### src/rtl/cpu_types_pkg.sv
// Shared CPU types: machine word, halt encoding and fetch-stage state.
package cpu_types_pkg;
  typedef logic [31:0] word_t;

  localparam word_t HALT_INSTR = 32'hFFFF_FFFF;
  localparam word_t WORD_ALIGN = 32'hFFFF_FFFC;

  typedef enum logic [1:0] {
    FETCH  = 2'd0,
    HOLD   = 2'd1,
    HALTED = 2'd2
  } fetch_state_t;
endpackage

### src/rtl/fetch_skid_buf.sv
// One-entry hold register that parks an icache hit while decode is stalled.
module fetch_skid_buf
  import cpu_types_pkg::*;
(
  input  logic  CLK,
  input  logic  RST,
  input  logic  load,
  input  logic  clear,
  input  word_t din,
  output word_t dout
);
  word_t data_q;

  // Clear wins over load so a redirect always drops the parked word.
  always_ff @(posedge CLK) begin
    if (RST || clear) data_q <= '0;
    else if (load)    data_q <= din;
  end

  assign dout = data_q;
endmodule

### src/rtl/fetch_unit.sv
// Fetch stage: PC, icache request, one-entry stall buffer and redirect handling.
// Optional halt detection is compiled in with `define FETCH_HALT_DETECT_EN.
module fetch_unit
  import cpu_types_pkg::*;
#(
  parameter word_t PC_INIT = 32'h0000_0000
) (
  input  logic  CLK,
  input  logic  RST,
  output logic  imemREN,
  output word_t imemaddr,
  input  logic  ihit,
  input  word_t imemload,
  input  logic  en,
  input  logic  redirect,
  input  word_t redirect_pc,
  output logic  valid,
  output word_t instr,
  output word_t pc,
  output word_t pc_plus_4,
  output logic  halted
);
  fetch_state_t state_q, state_d;
  word_t        pc_q, pc_d, hold_q, cur_instr;
  logic         hold_load, hold_clr, cur_valid, xfer;

  fetch_skid_buf u_hold (
    .CLK   (CLK),
    .RST   (RST),
    .load  (hold_load),
    .clear (hold_clr),
    .din   (imemload),
    .dout  (hold_q)
  );

  always_comb begin
    state_d   = state_q;
    pc_d      = pc_q;
    imemREN   = 1'b0;
    cur_valid = 1'b0;
    cur_instr = '0;
    halted    = 1'b0;
    hold_load = 1'b0;
    hold_clr  = 1'b0;

    case (state_q)
      FETCH: begin
        imemREN   = 1'b1;
        cur_valid = ihit;
        cur_instr = imemload;
        if (ihit && !en && !redirect) begin
          hold_load = 1'b1;
          state_d   = HOLD;
        end
      end
      HOLD: begin
        cur_valid = 1'b1;
        cur_instr = hold_q;
      end
`ifdef FETCH_HALT_DETECT_EN
      HALTED: halted = 1'b1;
`endif
      default: ;
    endcase

    xfer = cur_valid && en && !redirect;
    if (xfer) begin
      pc_d    = pc_q + 32'd4;
      state_d = FETCH;
`ifdef FETCH_HALT_DETECT_EN
      if (cur_instr == HALT_INSTR) state_d = HALTED;
`endif
    end

    // Redirect squashes whatever is in flight or parked.
    if (redirect) begin
      cur_valid = 1'b0;
      pc_d      = redirect_pc & WORD_ALIGN;
      state_d   = FETCH;
      hold_clr  = 1'b1;
    end

    valid = cur_valid;
    instr = cur_instr;
    if (RST) begin
      imemREN = 1'b0;
      valid   = 1'b0;
      instr   = '0;
      halted  = 1'b0;
    end
  end

  always_ff @(posedge CLK) begin
    if (RST) begin
      state_q <= FETCH;
      pc_q    <= PC_INIT;
    end else begin
      state_q <= state_d;
      pc_q    <= pc_d;
    end
  end

  assign imemaddr  = pc_q;
  assign pc        = RST ? '0 : pc_q;
  assign pc_plus_4 = RST ? '0 : pc_q + 32'd4;
endmodule

### config.mk
export PLATFORM = sky130hd
export DESIGN_NAME = fetch_unit
export DESIGN_NICKNAME = d
export VERILOG_FILES = /design/src/rtl/cpu_types_pkg.sv /design/src/rtl/fetch_skid_buf.sv /design/src/rtl/fetch_unit.sv
export SDC_FILE = /design/constraint.sdc
export NUM_CORES = 1
export LEC_CHECK = 0
export BUFFER_PORTS_ARGS = -buffer_cell sky130_fd_sc_hd__buf_2
export CORE_ASPECT_RATIO = 0.5
export CORE_MARGIN = 1
export CORE_UTILIZATION = 47
export DETAILED_ROUTE_END_ITERATION = 10
export PLACE_DENSITY = 0.78
export SLEW_MARGIN = 20
export SYNTH_ARGS = -nofsm -noshare
export SYNTH_HDL_FRONTEND = slang
export SYNTH_SLANG_ARGS = --single-unit
### constraint.sdc
create_clock -name CLK -period 3.3 [get_ports CLK]
set_input_delay 0.99 -clock CLK [delete_from_list [all_inputs] [get_ports CLK]]
set_output_delay 0.99 -clock CLK [all_outputs]
set_load 0.02 [all_outputs]
# --- Word level (Yosys, flattened, before mapping) ---
# Index checks and enable logic that the tools add are counted.
word_totals:
  register_bits: 65
  inputBits: 69
  wordCells: 31
op_classes:
  mux: 14
  reduce_logical: 12
  addsub: 1
ops:
  columns: ["cell", "count"]
  rows:
  - ["32-bit 2-to-1 mux", 5]
  - ["32-bit case mux with 2 select lines", 1]
  - ["32-bit by 3-bit adder with 32-bit output, second input constant", 1]
  - ["1-bit 2-to-1 mux", 7]
  - ["1-bit logical AND", 4]
  - ["3-bit OR reduction", 1]
  - ["1-bit logical NOT", 2]
  - ["2-bit logical NOT", 1]
  - ["1-bit case mux with 2 select lines", 1]
  - ["2-bit AND reduction", 1]
  - ["2-bit nonzero test", 1]
  - ["2-bit OR reduction", 1]
  - ["1-bit logical OR", 1]

# --- Depth between registers and ports, before layout ---
# Gate-level depths: netlist of the first run.
logic_depth:
  ltp_word: 6
  depth_mapped: 8

# --- Modules after synthesis ---
# From an unflattened synthesis of the first run, not the netlist that was laid out.
hier_totals:
  cells_unflattened: 570
  area_unflattened_um2: 4434.3
by_module_without_submodules:
  columns: ["module", "instances", "cells_each", "seq_area_each_um2", "area_per_inst_um2"]
  rows:
  - ["fetch_unit", 1, 465, 620.6, 3278.1]
  - ["fetch_skid_buf", 1, 105, 640.6, 1156.1]

# --- Worst setup path after synthesis of the first run ---
# No wires, ideal clock.
synth_timing:
  path_kind: "register to output"
  start: "register pc_q[10] (netlist: imemaddr[10])"
  end: "output pc_plus_4[19]"
  path_buffers: 4
  stages_incl_launch_ff: 9
  required_ns: 2.310
  setup_slack_ns: -0.099
  arrival_ns: 2.409
  path_cell_list: "dfxtp_1 -> buf_2 -> nand4_2 -> buf_6 -> or4_4 -> buf_6 -> clkbuf_1 -> or3_1 -> a21oi_1"
synth_between:
  elab_chain_cells: 2
synth_lines:
  columns: ["element", "line", "rtl"]
  rows:
  - ["start: declaration", "fetch_unit.sv:24", "word_t pc_q, pc_d, hold_q, cur_instr;"]
  - ["start signal: assignment", "fetch_unit.sv:99", "pc_q <= pc_d;"]
  - ["32-bit by 3-bit adder with 32-bit output", "fetch_unit.sv:105", "assign pc_plus_4 = RST ? '0 : pc_q + 32'd4;"]
  - ["32-bit 2-to-1 mux", "fetch_unit.sv:105", null]
  - ["end: declaration", "fetch_unit.sv:20", "output word_t pc_plus_4,"]
# Every way passes these cells.

# --- Final worst setup path of the first run ---
layout_timing:
  start: "register pc_q[5] (netlist: imemaddr[5])"
  end: "output pc_plus_4[29]"
# The elaborated chain is that of the path after synthesis.

==> results.yml, run 1 <==
yosys:
  synth_area_per_cell_um2: 7.22
  synth_edf_count: 0
  post-synth-top-count-cell: "nor2_1"
  synth.top_cell.area_share: 0.301
  synth_common_cells: "nor2_1, nand2_1, dfxtp_1"
  ys_top_cells_by_area: "dfxtp_1, nor2_1, mux2i_1"
  ys.flop_type: "dfxtp_1"
  synth_warnings: 0
  yosysUniqueCellTypes: 41
  syn_area_mm2: 0.00419
  postSynth.asyncResetShare: 0
  yosysSeqAreaShare: 0.301
  ys_ff_latch: 63
  synth_area_leader_cell: "dfxtp_1"
  synthesis.instances: 581
timing:
  final.min_clock_period_ns: 3.28
  slew_headroom: 0.492
  slew_violations: 0
  fin_worst_skew_ns: 0.00721
  worstMarginPinSlew_ns: 0.755
  hold_violations: 0
  setup_violations: 0
  fmax_mhz: 305
  post-route-period-util: 0.993
routing:
  top_layer: "met4"
  ant_nets: 0
  wl_met3_um: 971
  wl_met2_um: 5960
  dr.pass1.iters: 5
  drc: 0
  vias_per_cell: 5.58
  drtIter0Drc: 309
  routed_wl_um: 12700
  wl_met1_um: 5570
  wl_per_cell_um: 14.4
  vias: 4906
run_status:
  status: "completed"
worst_setup_path:
  cp_max_fo: 8
  critPathMaxStageDelay_ns: 0.51
  worstPathRequired_ns: 2.31
  cp_slowest_cell: "or4_4"
  start_kind: "flip-flop"
  reg2reg_from: "imemaddr[13]"
  cp_cell_sequence: "buf_4 -> nand4_1 -> or4_4 -> or3_1 -> a21oi_1 -> buf_2"
  cp.arrival_ns: 2.29
  r2r_slack_ns: 1.03
  end_kind: "output pin"
  critical_path_class: "reg -> out"
  reg2reg_to: "imemaddr[31]"
  rr_worst_depth: 4
worst_hold_path:
  min_from: "u_hold.dout[0]"
  hp-class: "reg -> reg"
  min_to: "u_hold.dout[0]"
  holdPathStages: 2
grt:
  grt_max_degree: 47
  grt_pass1_wl_um: 19200
  grt_overflow: 0
  grt_pass1_vias: 3972
  grtUsageTotal: 0.262
  antenna_found_initial: 0
layout:
  utilization: 0.692
  finalNetCount: 833
  diodes: 0
  final_area_mm2: 0.00576
  syn2layout_area_growth_pct: 37.4
  layout-drive-gt1-share: 0.372
cts:
  cts_htree_levels: 3
  clk_path_buf_depth: 2
  cts_sinks: 63
  cts_made_buffers: 9
  clock-root-buffer: "clkbuf_16"
  path_clk_slew_ns: 0.06
  cts_tree: "yes"
  clock_latency_ns: 0.33
place:
  portBuffers: 190
  place.gp.congestion: 0.909
  post-dp-hpwl_um: 8630
  post_dp_cell_area_mm2: 0.00533
floorplan:
  die_area_mm2: 0.00933
  fp.dieW_um: 136
  rows: 23
  initial_core_util: 0.504
  fp.dieH_um: 68.8
  io_pins: 200
  coreArea_mm2: 0.00832
power_and_ir_drop:
  powerDensity_mw_per_mm2: 387
  cellLeakagePower_uw: 0.00238
  ir_worst_vdd_uv: 295
job:
  drv_cap: 0
-- state kept, by name (all words and copies together), names as in the netlist --
signal	count
u_hold.dout	32
state_q	1
imemaddr	30
-- how the worst max path moves through the flow --
stage	startpoint	endpoint	slack, ns	cells after the start
finish	imemaddr[5]	pc_plus_4[29]	0.02	6
global route	imemaddr[5]	pc_plus_4[29]	-0.01	6
CTS	imemaddr[27]	pc_plus_4[31]	-0.02	5
detailed placement	imemaddr[3]	pc_plus_4[30]	0.18	6
global placement	imemaddr[2]	pc_plus_4[30]	0.19	6
floorplan	imemaddr[10]	pc_plus_4[27]	0.03	8
-- repair_timing --
| action | CTS | global route |
|---|---|---|
| gates cloned | 1 | 0 |
| pin swaps | 4 | 4 |
| hold buffers | 0 | 0 |
| setup endpoints to repair | 14 | 13 |
| buffers inserted | 3 | 1 |
| resized for setup | 13 | 18 |
-- worst max-delay path, delay by kind of cell, from the launching register on --
| family | cells | cell delay (ns) |
|---|---|---|
| flops | 1 | 0.39 |
| simple gates | 3 | 1.05 |
| compound gates | 1 | 0.16 |
| buf+inv | 2 | 0.36 |
-- cells by family after synthesis --
logic type / share of synthesized area
and+or+nand+nor: 0.326
other: 0.000894
muxes: 0.0952
adders and majority gates: 0.00298
xor gates and xnor gates: 0.0439
DFF: 0.301
AOI/OAI and AO/OA: 0.157
buffers and inverters: 0.0734
-- final cells by class --
type | instances | area, um^2
Timing Repair Buffer | 223 | 1250
Clock buffer | 10 | 239
Inverter | 9 | 33.8
Multi-Input combinational cell | 457 | 2770
Clock inverter | 6 | 45.0
Sequential cell | 63 | 1280
Tap cell | 112 | 140
Fill cell | 731 | 2560
-- metal layers --
layer	global-route usage	vias up
met4	0.0857	0
met5	0	-
met3	0.0563	22
li1	-	2391
met1	0.344	2273
met2	0.432	220
-- stage by stage --
| stage | setup TNS, ns | power, uW | cells | setup slack [ns] | hold slack [ns] |
|---|---|---|---|---|---|
| global placement | 0 | 1330 | 859 | 0.185 | 0.441 |
| CTS | -0.0189 | 2230 | 879 | -0.0160 | 0.454 |
| detailed placement | 0 | 1340 | 859 | 0.184 | 0.446 |
| global route | -0.0146 | 2330 | 880 | -0.0101 | 0.473 |
| finish | 0 | 2230 | 880 | 0.0242 | 0.451 |
| floorplan | 0 | 1150 | 587 | 0.0290 | 0.436 |
-- power by group --
group / switching (uW) / total [uW] / leakage [uW] / internal [uW]
Clock: 367 / 898 / 0.000131 / 531
Combinational: 308 / 497 / 0.00173 / 189
Sequential: 40.5 / 835 / 0.000520 / 795
-- layout by cell type (no fill, tap or decap), types with 8 or more instances in the layout --
cell       Yosys  final
buf_4          7     31
buf_2          3    188
o31ai_1        9      9
xor2_1         8      8
o21ai_0       16     15
dfxtp_2        0     11
or3_1         14     13
dfxtp_1       63     51
nand2_1       80     79
nor2b_1       27     27
nor3_1        18     14
clkbuf_16      0      9
or4_1         16     11
mux2i_1       32     32
a21oi_1       45     40
xnor2_1       13     13
a311oi_1      13     13
nand3_1       14     12
inv_1          9      9
nor2_1        87     87
a211oi_1      12     12
Power figures use the tool's default switching activity.
==> inputs of run 2 (changes only) <==
--- a/config.mk
+++ b/config.mk
@@ -8,10 +8,11 @@
 export BUFFER_PORTS_ARGS = -buffer_cell sky130_fd_sc_hd__buf_2
 export CORE_ASPECT_RATIO = 0.5
 export CORE_MARGIN = 1
-export CORE_UTILIZATION = 47
+export CORE_UTILIZATION = 48
 export DETAILED_ROUTE_END_ITERATION = 10
 export PLACE_DENSITY = 0.78
 export SLEW_MARGIN = 20
 export SYNTH_ARGS = -nofsm -noshare
 export SYNTH_HDL_FRONTEND = slang
+export SYNTH_HIERARCHICAL = 1
 export SYNTH_SLANG_ARGS = --single-unit
==> run 2 against run 1 <==
  * Synthesized cell count fell by 1.9%
  * Combinational power rose by 3%
  * Via count fell by 1.8%
  * Die area rose by 3.5%
  * Utilization fell by 2.6 points
  * Non-clock buffer count rose by 2
  * Flip-flop and latch count did not move
  * Worst setup slack barely moved
  * First-iteration DRC count fell by 12%
  * Final area rose by 2.1%
  * Power rose by 3.1%
  * Clock power rose by 5.6%
==> results.yml, run 2 <==
run_status:
  status: "completed"
cts:
  cts_setup_buffers: 0
  cts_made_buffers: 9
  cts_tree: "yes"
  clock-root-buffer: "clkbuf_16"
  clock_latency_ns: 0.33
  cts_sinks: 63
  clk_path_buf_depth: 2
  path_clk_slew_ns: 0.06
  cts_htree_levels: 3
  postCtsHoldBufs: 0
routing:
  wl_per_cell_um: 14.6
  routed_wl_um: 12800
  vias: 4820
  dr.pass1.iters: 4
  drtIter0Drc: 272
  drc: 0
  ant_nets: 0
  vias_per_cell: 5.51
timing:
  hold_ws_ns: 0.495
  fin_worst_skew_ns: 0.00492
  slew_violations: 0
  setup_violations: 0
  setup-tns-final_ns: 0
  fmax_mhz: 305
  hold_violations: 0
  post-route-period-util: 0.993
  slew_headroom: 0.540
  final.min_clock_period_ns: 3.28
  worstMarginPinSlew_ns: 0.684
layout:
  diodes: 0
  layout-drive-gt1-share: 0.359
  syn2layout_area_growth_pct: 32.6
  finalNetCount: 822
  final_cell_mix: "buf_2, nor2_1, mux2i_1"
  utilization: 0.666
  largest_reg_flops: 32
  layout_commonest_cell: "buf_2"
  fillerInstances: 768
grt:
  grt_pass1_wl_um: 20300
  grt_max_degree: 40
  grt_overflow: 0
  grtUsageTotal: 0.264
  grt_pass1_vias: 4298
  antenna_found_initial: 0
worst_setup_path:
  cp.arrival_ns: 2.29
  cp_max_fo: 9
  critPathMaxStageDelay_ns: 0.48
  worstPathRequired_ns: 2.31
  path_buf_inv: 2
  start_kind: "flip-flop"
  end_kind: "output pin"
  critical_path_class: "reg -> out"
  rr_worst_depth: 5
  cp_cell_sequence: "and4_4 -> nand2_1 -> buf_4 -> or3_1 -> a21oi_1 -> buf_2"
  r2r_slack_ns: 0.99
  reg2reg_to: "imemaddr[31]"
  crit_family: "simple AND/OR/NAND/NOR gates"
  cp_slowest_cell: "dfxtp_1"
  reg2reg_from: "state_q[0]"
yosys:
  synth_edf_count: 0
  synth_area_per_cell_um2: 7.78
  ys_ff_latch: 63
  synthesis.instances: 570
  ys.flop_type: "dfxtp_1"
  synth_warnings: 6
  syn_area_mm2: 0.00443
  yosysUniqueCellTypes: 56
  synth.top_cell.area_share: 0.284
  post-synth-top-count-cell: "nor2_1"
  synth_area_leader_cell: "dfxtp_1"
  ys_top_cells_by_area: "dfxtp_1, mux2i_1, nor2_1"
  yosysSeqAreaShare: 0.284
  postSynth.asyncResetShare: 0
  synth_common_cells: "nor2_1, mux2i_1, dfxtp_1"
floorplan:
  initial_core_util: 0.502
  io_pins: 200
  rows: 24
  fp.dieH_um: 70.0
  coreArea_mm2: 0.00883
  fp.dieW_um: 138
  die_area_mm2: 0.00965
worst_hold_path:
  holdPathStages: 2
  min_to: "u_hold/dout[26]"
  min_from: "u_hold/dout[26]"
  hp-class: "reg -> reg"
job:
  drv_cap: 0
place:
  portBuffers: 190
  post-dp-hpwl_um: 9150
  place.gp.congestion: 0.908
power_and_ir_drop:
  cellLeakagePower_uw: 0.00256
  ir_worst_vdd_uv: 285
  powerDensity_mw_per_mm2: 391
## run 2: cell types whose count changed in the layout (fill, tap and decap cells not counted), sizes merged, moves of 4 or more
cell and delta:
mux2 +4, mux2i +33, nor3 +4, o31ai -7, nand4 +9, o21ai -5
or4 -16, nor2b +6, a21oi -37, nor2 +33, a311oi -6, and3 +4
nor4 +6, nand2 -56
## run 2: kinds of logic after synthesis
| group | Yosys count | share of synthesized area |
|---|---|---|
| AOI/OAI and AO/OA | 63 | 0.107 |
| xor gates and xnor gates | 22 | 0.0435 |
| adders and majority gates | 1 | 0.00282 |
| buffers and inverters | 66 | 0.0745 |
| DFF | 63 | 0.284 |
| muxes | 76 | 0.175 |
| other | 1 | 0.000846 |
| and+or+nand+nor | 278 | 0.313 |
## run 2: metal layers
layer,part of all wire,global-route usage
met1,0.45,0.335
met2,0.47,0.444
met3,0.061,0.0675
met4,0.014,0.0652
met5,0,0
## run 2: worst max-delay path by stage
stage                             from             to  slack [ns]  depth (start not counted)
after floorplan           imemaddr[11]  pc_plus_4[20]        0.05                          7
after global placement    imemaddr[12]  pc_plus_4[28]        0.20                          5
after detailed placement  imemaddr[14]  pc_plus_4[30]        0.17                          5
after CTS                  imemaddr[5]  pc_plus_4[19]        0.02                          6
after global routing       imemaddr[5]  pc_plus_4[19]       -0.03                          6
final                      imemaddr[5]  pc_plus_4[19]        0.02                          6
## run 2: power breakdown
part	total, uW	internal [uW]	switching (uW)
registers	837	795	42.7
clock network	948	585	363
logic	513	202	312
total	2300	1580	717
## run 2: what timing repair did
item,CTS,global route
setup endpoints to repair,8,8
cloned,0,0
resized for setup,7,7
## run 2: cell type report
class,count,area (um^2),share of cell area
sequential,63,1270,0.216
clock inverter,7,72.6,0.0123
timing repair buffer,225,1240,0.211
tap,117,146,0.0249
clock buffer,9,225,0.0383
multi-input combinational,447,2900,0.494
inverter,6,22.5,0.00383
## run 2: stage by stage
step | std cells | setup slack (ns) | total power (uW) | area, um^2
finish | 874 | 0.0241 | 2300 | 5880
floorplan | 576 | 0.0492 | 1180 | 4460
CTS | 874 | 0.0235 | 2310 | 5860
global placement | 858 | 0.197 | 1350 | 5540
global route | 874 | -0.0255 | 2400 | 5880
detailed placement | 858 | 0.170 | 1360 | 5540
## run 2: worst min-delay path: cells and delay by family (launching register included)
family           cells  cell delay [ns]
DFF                  1             0.32
muxes                1             0.06
and+or+nand+nor      1             0.07
==> inputs of run 3 (changes only) <==
--- a/config.mk
+++ b/config.mk
@@ -8,9 +8,9 @@
 export BUFFER_PORTS_ARGS = -buffer_cell sky130_fd_sc_hd__buf_2
 export CORE_ASPECT_RATIO = 0.5
 export CORE_MARGIN = 1
-export CORE_UTILIZATION = 48
+export CORE_UTILIZATION = 43
 export DETAILED_ROUTE_END_ITERATION = 10
-export PLACE_DENSITY = 0.78
+export PLACE_DENSITY = 0.74
 export SLEW_MARGIN = 20
 export SYNTH_ARGS = -nofsm -noshare
 export SYNTH_HDL_FRONTEND = slang
==> constraint.sdc (replaced) <==
create_clock -name CLK -period 2.6 [get_ports CLK]
set_input_delay 0.78 -clock CLK [delete_from_list [all_inputs] [get_ports CLK]]
set_output_delay 0.78 -clock CLK [all_outputs]
set_load 0.02 [all_outputs]
==> run 3 against run 2 <==
  * The run now ends with setup timing left
  * Global-route usage up 0.22 points
  * Flip-flop and latch count unchanged
  * Non-clock buffer count up 53
  * Utilization up 2.7 points
  * Final cell count up 8.0%
  * Die area up 11%
  * Combinational power up 49%
  * Register-to-register slack worse by 0.62 ns
  * Routed wire length up 17%
==> results.yml, run 3 (synthesized netlist as in run 2, its figures left out) <==
run_status:
  status: "complete, but fails checks"
  violations: "setup timing"
place:
  portBuffers: 190
  post-dp-hpwl_um: 10000
  pre_cts_ws_ns: -0.0786
  placedCellCount: 903
  place.gp.congestion: 0.907
layout:
  final_cell_mix: "buf_2, nor2_1, buf_4"
  finalNetCount: 875
  largest_reg_flops: 32
  layout_commonest_cell: "buf_2"
  syn2layout_area_growth_pct: 52.1
  diodes: 0
  stdcell_count: 944
  layout-drive-gt1-share: 0.461
worst_setup_path:
  cp_max_fo: 5
  reg2reg_to: "imemaddr[31]"
  reg2reg_from: "imemaddr[2]"
  r2r_slack_ns: 0.37
  rr_worst_depth: 8
  critical_path_class: "reg -> out"
  worstPathRequired_ns: 1.82
  end_kind: "output pin"
  start_kind: "flip-flop"
  cp.arrival_ns: 2.15
grt:
  grt_pass1_vias: 4664
  grt_max_degree: 34
  grt_overflow: 0
  grt_pass1_wl_um: 22800
  antenna_found_initial: 0
  grtUsageTotal: 0.266
routing:
  ant_nets: 0
  drc: 0
  wl_per_cell_um: 15.8
  vias: 5251
  vias_per_cell: 5.56
  drtIter0Drc: 312
  routed_wl_um: 14900
  dr.pass1.iters: 6
timing:
  worstMarginPinSlew_ns: 0.605
  setup_violations: 14
  fin_worst_skew_ns: 0.00634
  post-route-period-util: 1.13
  setup_ws_ns: -0.329
  hold_violations: 0
  slew_violations: 0
  rsz0062_at_grt: "yes"
  slew_headroom: 0.593
  final.min_clock_period_ns: 2.93
  fmax_mhz: 341
worst_hold_path:
  hp-class: "reg -> reg"
  min_to: "u_hold/dout[5]"
  min_from: "u_hold/dout[5]"
  holdPathStages: 2
floorplan:
  io_pins: 200
  fp.dieH_um: 73.8
  fp.dieW_um: 146
  coreArea_mm2: 0.00973
  rows: 25
  initial_core_util: 0.456
  die_area_mm2: 0.0107
cts:
  cts_sinks: 63
  path_clk_slew_ns: 0.05
  clock-root-buffer: "clkbuf_16"
  clk_path_buf_depth: 2
  cts_made_buffers: 9
  cts_htree_levels: 3
  postCtsHoldBufs: 0
  clock_latency_ns: 0.33
  cts_tree: "yes"
job:
  drv_cap: 0
power_and_ir_drop:
  cellLeakagePower_uw: 0.00301
  ir_worst_vdd_uv: 328
  powerDensity_mw_per_mm2: 433
run 3: cell count changes in the layout (fill, tap and decap cells not counted), sizes merged:
cell / change
bufbuf: +1
inv: +2
buf: +52
bufinv: -1
clkinv: -2
run 3: power by group:
group          internal, uW  switching, uW  leakage, uW
logic                   321            444      0.00236
registers              1010           44.1     0.000526
clock network           644            459     0.000129
total                  1970            947      0.00301
run 3: worst max path at each step:
| stage | from | end | slack [ns] | cells past startpoint |
|---|---|---|---|---|
| 4_1_cts | imemaddr[13] | pc_plus_4[29] | -0.33 | 6 |
| 6_report | imemaddr[19] | pc_plus_4[26] | -0.33 | 6 |
| 5_1_grt | imemaddr[12] | pc_plus_4[29] | -0.38 | 6 |
| 3_3_place_gp | imemaddr[12] | pc_plus_4[28] | -0.01 | 6 |
| 2_1_floorplan | imemaddr[12] | pc_plus_4[20] | -0.13 | 7 |
| 3_5_place_dp | imemaddr[13] | pc_plus_4[28] | -0.08 | 6 |
run 3: area by class of cell:
class	count	area (um^2)
flip-flops and latches	63	1310
multi-input cells	447	3150
clock buffers	9	225
inverters	6	22.5
clock inverters	6	43.8
fillers	789	2980
well taps	135	169
repair buffers	278	1830
run 3: timing repair:
action,in CTS,in global routing
gates resized for setup,54,42
hold endpoints to repair,0,0
gates cloned,3,0
endpoints found under the setup margin,20,23
pin swaps,14,19
setup buffers,17,10
run 3: worst max-delay path, cell delays in order (launching register included):
cell and delay (ns):
dfxtp_1 0.35, nand4_1 0.13, or4_4 0.54, buf_2 0.19, nor3_2 0.15, mux2_4 0.31
buf_2 0.16
run 3: per-layer routing:
metal / part of all wire / GRT usage / vias to the layer above / wire, um
li1: - / - / 2475 / -
met1: 0.43 / 0.338 / 2478 / 6480
met2: 0.47 / 0.446 / 251 / 7050
met3: 0.070 / 0.0571 / 47 / 1040
met4: 0.022 / 0.110 / 0 / 328
met5: 0 / 0 / - / 0
run 3: stage by stage:
step / TNS [ns] / hold slack [ns] / util / power [uW] / cell area, um^2
final: -3.11 / 0.491 / 0.694 / 2920 / 6750
after global routing: -3.97 / 0.528 / 0.694 / 3040 / 6750
after CTS: -3.28 / 0.499 / 0.675 / 2910 / 6570
after detailed placement: -0.155 / 0.485 / 0.607 / 1770 / 5900
after floorplan: -0.356 / 0.460 / - / 1520 / 4590
after global placement: -0.0236 / 0.471 / 0.607 / 1760 / 5900
